$ cat src/rtl/booth_seq_multiplier_if.sv
// Handshake and operand/result bundle between a requester and the Booth multiplier.
// The master side requests products; the slave side is the multiplier itself.
interface booth_seq_multiplier_if #(
  parameter int N = 8
);
  logic             start;
  logic [N-1:0]     a;
  logic [N-1:0]     b;
  logic             busy;
  logic             done;
  logic [2*N-1:0]   product;

  modport master (output start, a, b, input busy, done, product);
  modport slave  (input start, a, b, output busy, done, product);
endinterface

$ cat src/rtl/booth_seq_multiplier.sv
// Sequential signed radix-2 Booth multiplier: one add/subtract step per cycle,
// N steps per product, feeding a 2N-bit adder with acc, +/-mcand and carry-in.
module booth_seq_multiplier #(
  parameter int N = 8
) (
  input  logic                 clk,
  input  logic                 rst,
  booth_seq_multiplier_if.slave bus
);
  localparam int W  = 2 * N;
  localparam int CW = $clog2(N + 1);

  typedef enum logic [1:0] {IDLE, RUN, DONE} state_e;

  state_e          state_q, state_d;
  logic [W-1:0]    acc_q, acc_d;
  logic [W-1:0]    mcand_q, mcand_d;
  logic [N-1:0]    mult_q, mult_d;
  logic            qPrev_q, qPrev_d;
  logic [CW-1:0]   cnt_q, cnt_d;
  logic [W-1:0]    product_q, product_d;

  logic [W-1:0]    addY;
  logic            addCin;
  logic [W-1:0]    addSum;

  // Adder operand select: subtraction is acc + ~mcand + 1, carry-out dropped.
  always_comb begin
    addY   = '0;
    addCin = 1'b0;
    case ({mult_q[0], qPrev_q})
      2'b01: addY = mcand_q;
      2'b10: begin
        addY   = ~mcand_q;
        addCin = 1'b1;
      end
      default: begin
        addY   = '0;
        addCin = 1'b0;
      end
    endcase
    addSum = acc_q + addY + {{(W-1){1'b0}}, addCin};
  end

  always_ff @(posedge clk) begin
    if (rst) begin
      state_q   <= IDLE;
      acc_q     <= '0;
      mcand_q   <= '0;
      mult_q    <= '0;
      qPrev_q   <= 1'b0;
      cnt_q     <= '0;
      product_q <= '0;
    end else begin
      state_q   <= state_d;
      acc_q     <= acc_d;
      mcand_q   <= mcand_d;
      mult_q    <= mult_d;
      qPrev_q   <= qPrev_d;
      cnt_q     <= cnt_d;
      product_q <= product_d;
    end
  end

  always_comb begin
    state_d   = state_q;
    acc_d     = acc_q;
    mcand_d   = mcand_q;
    mult_d    = mult_q;
    qPrev_d   = qPrev_q;
    cnt_d     = cnt_q;
    product_d = product_q;
    bus.busy  = 1'b0;
    bus.done  = 1'b0;

    case (state_q)
      IDLE: begin
        if (bus.start) begin
          mcand_d = {{N{bus.a[N-1]}}, bus.a};
          mult_d  = bus.b;
          qPrev_d = 1'b0;
          acc_d   = '0;
          cnt_d   = '0;
          state_d = RUN;
        end
      end
      RUN: begin
        bus.busy = 1'b1;
        acc_d    = addSum;
        mcand_d  = {mcand_q[W-2:0], 1'b0};
        mult_d   = {1'b0, mult_q[N-1:1]};
        qPrev_d  = mult_q[0];
        cnt_d    = cnt_q + CW'(1);
        // The final step writes the fresh sum straight into the result register.
        if (cnt_q == CW'(N - 1)) begin
          product_d = addSum;
          state_d   = DONE;
        end
      end
      DONE: begin
        bus.done = 1'b1;
        state_d  = IDLE;
      end
      default: state_d = IDLE;
    endcase
  end

  assign bus.product = product_q;
endmodule
$ cat src/flat_wrapper.sv
// flat-port wrapper written by rule: the top's interface ports become plain ports
module booth_seq_multiplier_flat 
#(
  parameter int N = 8
)
  (clk, rst, bus_start, bus_a, bus_b, bus_busy, bus_done, bus_product);
  booth_seq_multiplier_if #(.N(N)) bus_i ();
  input  logic clk;
  input  logic rst;
  input wire logic [$bits(bus_i.start)-1:0] bus_start;
  input wire logic [$bits(bus_i.a)-1:0] bus_a;
  input wire logic [$bits(bus_i.b)-1:0] bus_b;
  output wire logic [$bits(bus_i.busy)-1:0] bus_busy;
  output wire logic [$bits(bus_i.done)-1:0] bus_done;
  output wire logic [$bits(bus_i.product)-1:0] bus_product;
  assign bus_i.start = bus_start;
  assign bus_i.a = bus_a;
  assign bus_i.b = bus_b;
  assign bus_busy = bus_i.busy;
  assign bus_done = bus_i.done;
  assign bus_product = bus_i.product;
  booth_seq_multiplier #(.N(N)) u_core (.clk(clk), .rst(rst), .bus(bus_i));
endmodule
$ cat config.mk
export PLATFORM = sky130hd
export DESIGN_NAME = booth_seq_multiplier_flat
export DESIGN_NICKNAME = d
export VERILOG_FILES = /design/src/rtl/booth_seq_multiplier_if.sv /design/src/rtl/booth_seq_multiplier.sv /design/src/flat_wrapper.sv
export SDC_FILE = /design/constraint.sdc
export NUM_CORES = 1
export LEC_CHECK = 0
export CAP_MARGIN = 10
export CORE_MARGIN = 2
export CORE_UTILIZATION = 50
export DETAILED_ROUTE_END_ITERATION = 6
export DONT_BUFFER_PORTS = 1
export GPL_ROUTABILITY_DRIVEN = 0
export PLACE_DENSITY = 0.64
export SLEW_MARGIN = 20
export SYNTH_ARGS = -nofsm -noshare
export SYNTH_HDL_FRONTEND = slang
export SYNTH_SLANG_ARGS = --single-unit
$ cat constraint.sdc
create_clock -name clk -period 4.4 [get_ports clk]
set_input_delay 0.44 -clock clk [delete_from_list [all_inputs] [get_ports clk]]
set_output_delay 0.44 -clock clk [all_outputs]
set_load 0.01 [all_outputs]
Yosys cells after proc, flatten, opt, wreduce, memory -nomap -nowiden
Index checks and enable logic that the tools add are counted.

storage, ports and cells
  output and inout bits = 18
  flip-flop bits (word level) = 63
  logic and storage cells = 40

operators by class
  bitwise operators = 1
  equality and inequality tests = 7
  reduce and logical (&&, ||, !) cells = 5
  add/sub/neg operators = 3
  multiplexer cells = 17

operators by type and width
  operator               number
  $pmux W16 S2           3
  $mux W16               2
  $add A16 B1 Y16        1
  $add A16 B16 Y16       1
  $not A16 Y16           1
  $pmux W8 S2            1
  $mux W8                1
  $pmux W4 S2            1
  $reduce_and A2 Y1      3
  $add A4 B1 Y4 const B  1
  $eq A2 B1 Y1 const B   2
  $eq A2 B2 Y1 const B   2
  $eq A4 B3 Y1 const B   1
  $mux W1                4
  $mux W2                2
  $mux W4                1
  $pmux W2 S2            1
  $logic_not A2 Y1       1
  $ne A2 B1 Y1 const B   1
  $ne A2 B2 Y1 const B   1
  $pmux W1 S2            1
  $reduce_bool A2 Y1     1

Depth between registers and ports, before layout
Gate-level depths: netlist of run 1.

  depth after elaboration = 5
  mapped depth = 14

Worst setup path after synthesis of run 1
Ideal clock, no wire load.

  path type = register to register
  start point = register u_core.qPrev_q
  end point = register u_core.product_q[14] (netlist: u_core.bus.product[14])
  clock period less this slack = 2.855 ns
  cell stages (with the launch flop) = 14
  data required time = 4.280 ns
  arrival = 2.735 ns
  path buffers = 1
  slack = 1.545 ns
  library setup time = 0.120 ns
  path through = dfxtp_1 nor2b_1 clkbuf_1 nand2_1 o21ai_0 ha_1 a21oi_1 fa_1 nand2b_1 a21oi_1 nor2_1 o211ai_1 nor4b_1 a211o_1

on the way
  word-level cells in the longest chain between the ends = 4

RTL lines
  what                                                 line                        text
  from (decl)                                          booth_seq_multiplier.sv:19  logic qPrev_q, qPrev_d;
  from (signal assigned)                               booth_seq_multiplier.sv:59  qPrev_q <= qPrev_d;
  $eq A2 B2 Y1 / $eq A2 B1 Y1 (equally long branches)  booth_seq_multiplier.sv:31  case ({mult_q[0], qPrev_q})
  $pmux W16 S2                                         booth_seq_multiplier.sv:31
  $add A16 B16 Y16                                     booth_seq_multiplier.sv:42  addSum = acc_q + addY + {{(W-1){1'b0}}, addCin};
  $add A16 B1 Y16 *                                    booth_seq_multiplier.sv:42
  to (signal assigned)                                 booth_seq_multiplier.sv:61  product_q <= product_d;
  to (decl)                                            booth_seq_multiplier.sv:21  logic [W-1:0] product_q, product_d;

Mark *: on every way between the ends. The rest lies on a longest branch, timed or not.
A chain may end at the register's enable or synchronous reset.

Worst setup path in the final report of run 1
Same ends and word-level chain as after synthesis.

==> out/results.ini, run 1 <==
[run_status]
outcome=complete, but fails checks
violations=DRC

[final_layout]
final_cell_count_no_fill=499
diodes=0
layout-drive-gt1-share_pct=6.16
design_area_um2=3620
final.fill_count=608
syn_to_final_growth_pct=7.95
nets=453

[sta]
rsz0062_at_grt=no
skew_ns=0.00970
period_share_pct=70.7
layout_setup_ws_ns=1.29
relSlewSlack_pct=42.6
max_slew.worst_pin.slew_ns=0.858
finalMaxSlewViolations=0
fmax_ghz=0.321
fin_crit_ns=3.11
tns_ns=0
hold_viol_final=0
setup_violations=0

[die]
io_pins=37
start_util_pct=52.2
coreArea_um2=6420
die_area_um2=7370
dieHeight_um=85.9
die_x_um=85.9
rows=29

[cts]
insertion_delay_ns=0.35
cts_setup_buffers=0
root_buffer=clkbuf_8
cts.htree.levels=3
cts_made_buffers=9
hold_buffers=0
cts-resized-gates=0
cts_tree=built
clk_pin_slew_worst_paths_ns=0.08
cts_buffer_depth=2
cts.sinks=63

[synthesis]
synth_area_leader_cell=dfxtp_1
yosysSeqAreaShare_pct=37.6
synthCells=425
ys_ff_latch=63
syn_nets=461
ys_top_cells_by_area=dfxtp_1, a21oi_1, nor2_1, ha_1, nand2_1
synth_area_per_cell_um2=7.88
ys_types=45
synth_edf_count=0
syn-cell-area_um2=3350
yosys_most_used_dff=dfxtp_1
yosys_warnings=0
yosys.area.top_type_share_pct=37.6
async_reset_ff_share_pct=0

[grt]
grt_max_degree=53
globalRoute.totalOverflow=0
antenna_found_initial=0
grt.total_usage_pct=22.9
grt_pass1_wl_mm=13.3
grt_pass1_vias=2652

[power_and_ir_drop]
vdd_drop_max_mv=0.191
cellPowerDensity_nw_per_um2=395
leakage_nw=1.48

[placed_design]
port_buffers=0
dp_hpwl_mm=5.39
dp_cells=483
pre_cts_ws_ns=1.28
postPlaceCellArea_um2=3390

[worst_setup_path]
cp_max_fo=16
arrival_ns=3.36
slowest_delay_ns=0.43
critPathTopFamily=compound AO/OA/AOI/OAI gates
crit_required_ns=4.65
path_cells=nand2b_1 -> o21ai_0 -> ha_1 -> a21oi_1 -> fa_1 -> nand2b_1 -> a21oi_1 -> nor2_1 -> o211ai_1 -> nor4b_1 -> a211o_1
crit_buf_inv=0
critPathLaunchType=flop
end_kind=flop
cpMaxStageDelayCell=dfxtp_1
path_class=reg -> reg

[detailed_routing]
wl_mm=7.72
drc_errors=1
first_pass_iters=7
wl_per_cell_um=15.5
ant_nets=0
vias=2873
viasPerCell=5.76
dr.first_iter.drc_count=106

[hold_path]
min_path_type=in -> reg

[job]
maxCapViolations=0

registers in the layout (all words and copies together) (netlist names):
register	count
u_core.acc_q	16
u_core.mult_q	8
u_core.qPrev_q	1
u_core.bus.product	16
u_core.mcand_q	16
u_core.cnt_q	4
u_core.state_q	2
placed cells by master (no fill, tap or decap), types with 3 or more instances in the layout:
cell type,netlist,layout
dfxtp_1,63,63
nor2_1,57,57
nand2_1,50,50
a21oi_1,47,47
o21ai_0,25,25
nor3_1,18,18
a22oi_1,17,17
ha_1,16,16
nor2b_1,15,15
a21o_1,11,11
xnor2_1,10,10
clkbuf_8,0,9
nand2b_1,8,8
a22o_1,8,8
inv_1,6,6
xor2_1,5,5
buf_4,0,5
nand3b_1,3,3
o211ai_1,3,3
and3_1,3,3
and2_1,3,3
a31oi_1,3,3
nor3b_1,3,3
a211oi_1,3,3
Yosys cell counts, drive strengths merged, types with 2 or more instances:
cell	count
xnor2	10
a22o	8
a21o	11
o21bai	2
clkbuf	17
nand2	50
nor3b	3
xor2	5
a221oi	2
o211ai	3
dfxtp	63
o21a	2
a21oi	47
buf	7
nand3	2
a31oi	4
o21ai	27
a22oi	17
and3	3
nor2	57
and2	3
nand3b	3
nor3	19
nand2b	8
nor2b	15
ha	16
a211oi	3
inv	6
worst paths after layout:
path	start	cells after the start	endpoint	slack (ns)
worst min-delay path	rst	1	u_core.cnt_q[2]	0.17
worst min register to register	u_core.mult_q[7]	2	u_core.mult_q[6]	0.45
worst max-delay path	u_core.qPrev_q	11	u_core.bus.product[14]	1.29
worst max register to register	u_core.qPrev_q	11	u_core.bus.product[14]	1.29
power by group:
part	total, mW	internal, mW	switching (mW)
logic	0.238	0.0936	0.145
registers	0.630	0.603	0.0273
clock network	0.560	0.319	0.241
total	1.43	1.02	0.413
cell type report:
class | count | area, um2 | area share (%)
Clock buffer | 9 | 124 | 3.42
Clock inverter | 7 | 97.6 | 2.70
Inverter | 7 | 26.3 | 0.726
Multi-Input combinational cell | 331 | 1970 | 54.6
Sequential cell | 63 | 1260 | 34.9
Tap cell | 77 | 96.3 | 2.66
Timing Repair Buffer | 5 | 37.5 | 1.04
per-stage QoR:
step,util (%),hold slack (ns),power (mW)
after floorplan,-,0.416,0.834
after global placement,52.8,0.434,0.877
after detailed placement,52.8,0.436,0.881
after CTS,56.2,0.136,1.44
after global routing,56.3,0.137,1.51
final,56.3,0.165,1.43
routing by layer:
layer	up-vias	global-route usage [%]	wire, um
li1	1482	-	-
met1	1331	32.4	3910
met2	49	33.8	3420
met3	11	5.49	278
met4	0	8.37	114
met5	-	0	0
logic make-up after synthesis:
kind of cell	count (synthesis)	share of synthesized area [%]
XOR/XNOR	15	3.92
AO/OA/AOI/OAI	131	25.0
AND/OR/NAND/NOR	168	23.2
flip-flops	63	37.6
adder cells (fa/ha/maj)	17	6.57
buffers and inverters	31	3.62
Power figures use the tool's default switching activity.
==> run 2: changes to the inputs <==
==> constraint.sdc (replaced) <==
create_clock -name clk -period 2.95 [get_ports clk]
set_input_delay 0.295 -clock clk [delete_from_list [all_inputs] [get_ports clk]]
set_output_delay 0.295 -clock clk [all_outputs]
set_load 0.01 [all_outputs]
==> out/results.ini, run 2 (same netlist as run 1, synthesis figures left out) <==
[run_status]
outcome=complete, but fails checks
violations=DRC

[die]
dieHeight_um=85.9  ; unchanged
rows=29  ; unchanged
io_pins=37  ; unchanged
coreArea_um2=6420  ; unchanged
die_area_um2=7370  ; unchanged
start_util_pct=52.2  ; unchanged
die_x_um=85.9  ; unchanged

[final_layout]
syn_to_final_growth_pct=9.04
layout-drive-gt1-share_pct=8.64  ; +2.5 points
diodes=0  ; unchanged
post-route-util_pct=56.9  ; +0.57 points
nets=459  ; +1.3%
final_cell_count_no_fill=505  ; +1.2%
mostFrequentLayoutCells=dfxtp_1, nor2_1, nand2_1
design_area_um2=3650  ; +1.0%
layout_commonest_cell=dfxtp_1

[sta]
hold_viol_final=0  ; unchanged
period_share_pct=92.6  ; +22 points
fin_crit_ns=2.73  ; -0.380 ns
layout_setup_ws_ns=0.217  ; -1.07 ns
skew_ns=0.00734  ; -0.00236 ns
fmax_ghz=0.366  ; +14%
rsz0062_at_grt=yes
fin_hold_ws_ns=0.0166  ; -0.149 ns
max_slew.worst_pin.slew_ns=0.955  ; +0.0972 ns
tns_ns=0  ; unchanged
finalMaxSlewViolations=0  ; unchanged
relSlewSlack_pct=36.1  ; -6.5 points
setup_violations=0  ; unchanged

[detailed_routing]
viasPerCell=5.69  ; -1.3%
wl_mm=7.84  ; +1.5%
ant_nets=0  ; unchanged
drc_errors=1  ; unchanged
dr.first_iter.drc_count=180  ; +70%
vias=2871  ; -0.070%
wl_per_cell_um=15.5  ; +0.30%
first_pass_iters=6  ; -1

[cts]
clk_pin_slew_worst_paths_ns=0.08  ; about the same
insertion_delay_ns=0.34  ; about the same
cts_made_buffers=9  ; unchanged
cts.htree.levels=3  ; unchanged
cts_buffer_depth=2  ; unchanged
cts.sinks=63  ; unchanged
hold_buffers=0  ; unchanged
root_buffer=clkbuf_8
cts_tree=built

[worst_setup_path]
reg2reg_from=u_core.qPrev_q
r2r_cells=11  ; unchanged
end_kind=flop
cp_max_fo=13  ; -3
path_class=reg -> reg
r2r-end=u_core.acc_q[15]
crit_required_ns=3.17  ; -1.48 ns
critPathLaunchType=flop
arrival_ns=2.96  ; -0.40 ns
reg2reg_slack_ns=0.22  ; -1.07 ns

[power_and_ir_drop]
cellPowerDensity_nw_per_um2=565  ; +43%
vdd_drop_max_mv=0.339  ; +77%
power.total_mw=2.06  ; +44%
leakage_nw=1.51  ; +1.9%

[grt]
antenna_found_initial=0  ; unchanged
grt_pass1_wl_mm=13.4  ; +1.1%
grt.total_usage_pct=23.1  ; +0.17 points
globalRoute.totalOverflow=0  ; unchanged
grt_max_degree=53  ; unchanged
grt_pass1_vias=2709  ; +2.1%

[placed_design]
dp_cells=489  ; +1.2%
port_buffers=0  ; unchanged
pre_cts_ws_ns=0.123  ; -1.16 ns
postPlaceCellArea_um2=3430  ; +1.3%
dp_hpwl_mm=5.40  ; +0.14%

[job]
maxCapViolations=0  ; unchanged

[hold_path]
hold_start=rst
min_path_type=in -> reg
hold_end=u_core.cnt_q[2]
holdPathStages=1  ; unchanged

[run 2: cell count changes in the layout (fill, tap and decap cells not counted), sizes merged]
cell,before,now
clkinvlp,2,0
bufinv,2,1
clkinv,4,6
inv,6,7
buf,5,11
[run 2: area by class of cell]
type / count / area (um2)
Tap cell: 77 / 96.3
Inverter: 7 / 26.3
Fill cell: 595 / 2770
Clock inverter: 7 / 71.3
Clock buffer: 9 / 124
Sequential cell: 63 / 1260
Multi-Input combinational cell: 331 / 1990
Timing Repair Buffer: 11 / 82.6
[run 2: power breakdown]
group / switching, mW / internal, mW
Combinational: 0.218 / 0.149
Sequential: 0.0430 / 0.900
Clock: 0.363 / 0.391
[run 2: what timing repair did]
item	in CTS	in global routing
resized for setup	0	6
endpoints found under the hold margin	0	0
endpoints found under the setup margin	0	11
buffers inserted	0	0
[run 2: worst max-delay path by stage]
stage / start / endpoint / slack, ns
after floorplan: u_core.qPrev_q / u_core.bus.product[14] / 0.1
after detailed placement: u_core.mult_q[0] / u_core.bus.product[14] / 0.12
after CTS: u_core.mult_q[0] / u_core.bus.product[14] / 0.11
after global placement: u_core.qPrev_q / u_core.acc_q[15] / 0.20
after global routing: u_core.qPrev_q / u_core.acc_q[15] / -0.0004
final: u_core.qPrev_q / u_core.acc_q[15] / 0.22
[run 2: metal layers]
metal	routed length (um)	vias up	share of wire (%)	global-route usage (%)
met5	0	-	0	0
met1	3800	1304	49	31.8
met3	387	12	4.9	5.87
met2	3510	68	45	35.0
li1	-	1487	-	-
met4	139	0	1.8	7.94
[run 2: critical path, stage by stage, from the launching register on]
cell and delay [ns]:
dfxtp_2 0.39, nor2b_1 0.19, buf_4 0.21, nand2_1 0.06, o21ai_0 0.10, ha_2 0.36
a21o_1 0.26, a221oi_4 0.36, a31oi_4 0.17, a31oi_2 0.25, xnor2_1 0.18, o21ai_1 0.09
==> run 3: changes to the inputs <==
--- a/config.mk
+++ b/config.mk
@@ -11,7 +11,7 @@
 export DETAILED_ROUTE_END_ITERATION = 6
 export DONT_BUFFER_PORTS = 1
 export GPL_ROUTABILITY_DRIVEN = 0
-export PLACE_DENSITY = 0.64
+export PLACE_DENSITY = 0.67
 export SLEW_MARGIN = 20
 export SYNTH_ARGS = -nofsm -noshare
 export SYNTH_HDL_FRONTEND = slang
==> constraint.sdc (replaced) <==
create_clock -name clk -period 2.2 [get_ports clk]
set_input_delay 0.22 -clock clk [delete_from_list [all_inputs] [get_ports clk]]
set_output_delay 0.22 -clock clk [all_outputs]
set_load 0.01 [all_outputs]
==> out/results.ini, run 3 (same netlist as run 1, synthesis figures left out) <==
[worst_setup_path]
cp_max_fo=5  ; -8
end_kind=flop
critPathLaunchType=flop
path_class=reg -> reg
arrival_ns=2.68  ; -0.28 ns
crit_required_ns=2.45  ; -0.72 ns

[sta]
finalMaxSlewViolations=0  ; unchanged
fin_crit_ns=2.43  ; -0.307 ns
fmax_ghz=0.412  ; +13%
max_slew.worst_pin.slew_ns=0.481  ; -0.474 ns
hold_viol_final=0  ; unchanged
setup_violations=22  ; +22
period_share_pct=110  ; +18 points
layout_setup_ws_ns=-0.226  ; -0.443 ns
relSlewSlack_pct=67.7  ; +32 points
rsz0062_at_grt=yes
tns_ns=-3.63  ; -3.63 ns
skew_ns=0.0107  ; +0.00334 ns

[cts]
cts.sinks=63  ; unchanged
insertion_delay_ns=0.36  ; +0.02 ns
cts.htree.levels=3  ; unchanged
cts_buffer_depth=2  ; unchanged
cts_tree=built
clk_pin_slew_worst_paths_ns=0.08  ; about the same
root_buffer=clkbuf_8
cts_made_buffers=9  ; unchanged

[die]
dieHeight_um=85.9  ; unchanged
die_area_um2=7370  ; unchanged
rows=29  ; unchanged
die_x_um=85.9  ; unchanged
io_pins=37  ; unchanged
start_util_pct=52.2  ; unchanged
coreArea_um2=6420  ; unchanged

[final_layout]
mostFrequentLayoutCells=dfxtp_1, nor2_1, buf_4
layout-drive-gt1-share_pct=29.2  ; +21 points
design_area_um2=4490  ; +23%
diodes=0  ; unchanged
final_cell_count_no_fill=560  ; +11%
layout_commonest_cell=dfxtp_1
syn_to_final_growth_pct=33.9
nets=514  ; +12%

[hold_path]
min_path_type=in -> reg

[power_and_ir_drop]
power.total_mw=3.10  ; +50%
cellPowerDensity_nw_per_um2=691  ; +22%
vdd_drop_max_mv=0.428  ; +26%
leakage_nw=1.88  ; +24%

[placed_design]
pre_cts_ws_ns=-0.366  ; -0.489 ns
dp_cells=527  ; +7.8%
dp_hpwl_mm=5.90  ; +9.2%
port_buffers=0  ; unchanged
postPlaceCellArea_um2=3790  ; +10%

[detailed_routing]
vias=3219  ; +12%
dr.first_iter.drc_count=132  ; -27%
wl_mm=9.33  ; +19%
viasPerCell=5.75  ; +1.1%
drc_errors=3  ; +2
first_pass_iters=7  ; +1
ant_nets=0  ; unchanged
wl_per_cell_um=16.7  ; +7.3%

[grt]
grt_max_degree=42  ; -21%
globalRoute.totalOverflow=0  ; unchanged
grt_pass1_vias=2918  ; +7.7%
grt.total_usage_pct=25.2  ; +2.1 points
grt_pass1_wl_mm=14.4  ; +7.6%
antenna_found_initial=0  ; unchanged

[run_status]
violations=DRC, setup timing
outcome=complete, but fails checks

[job]
maxCapViolations=0  ; unchanged

[run 3: repair_timing]
action / CTS / global route
buffers inserted: 7 / 6
gates resized for setup: 28 / 48
hold buffers: 4 / 0
endpoints found under the hold margin: 44 / 0
endpoints found under the setup margin: 21 / 26
pin swaps: 13 / 27
[run 3: worst paths after layout]
path	end	depth (start not counted)	slack [ns]	start
max	u_core.acc_q[10]	12	-0.23	u_core.qPrev_q
min	u_core.bus.product[15]	2	0.04	rst
max reg2reg	u_core.acc_q[10]	12	-0.23	u_core.qPrev_q
min reg2reg	u_core.mult_q[6]	2	0.46	u_core.mult_q[7]
[run 3: critical path, cell delays in order, from the launching register on]
cell and delay, ns:
dfxtp_2 0.35, nor2b_4 0.22, buf_6 0.13, nand2_1 0.06
o21ai_2 0.09, ha_1 0.30, buf_4 0.18, o211ai_1 0.15
a21oi_4 0.07, o211ai_1 0.29, nor2b_4 0.22, xnor2_2 0.08
a22o_1 0.20
[run 3: cell type report]
type | count | area, um2
clock buffer | 10 | 128
clock inverter | 6 | 70.1
fill | 523 | 1940
inverter | 7 | 26.3
multi-input combinational | 331 | 2350
sequential | 63 | 1270
tap | 77 | 96.3
timing repair buffer | 66 | 547
[run 3: per-layer routing]
| metal | wire (um) | part of all wire (%) | up-vias | track usage [%] |
|---|---|---|---|---|
| li1 | - | - | 1598 | - |
| met1 | 4200 | 45 | 1517 | 32.4 |
| met2 | 4400 | 47 | 80 | 40.1 |
| met3 | 520 | 5.6 | 24 | 8.37 |
| met4 | 211 | 2.3 | 0 | 7.50 |
| met5 | 0 | 0 | - | 0 |
[run 3: through the flow]
| stage | hold slack, ns | util (%) |
|---|---|---|
| floorplan | 0.346 | - |
| global placement | 0.296 | 59.0 |
| detailed placement | 0.296 | 59.0 |
| CTS | 0.0346 | 65.1 |
| global route | 0.0455 | 69.9 |
| finish | 0.0425 | 69.9 |
[run 3: power breakdown]
| group | switching, mW | internal (mW) | total, mW | leakage, nW |
|---|---|---|---|---|
| Clock | 0.497 | 0.529 | 1.03 | 0.0891 |
| Sequential | 0.0603 | 1.21 | 1.27 | 0.515 |
| Combinational | 0.418 | 0.391 | 0.809 | 1.27 |
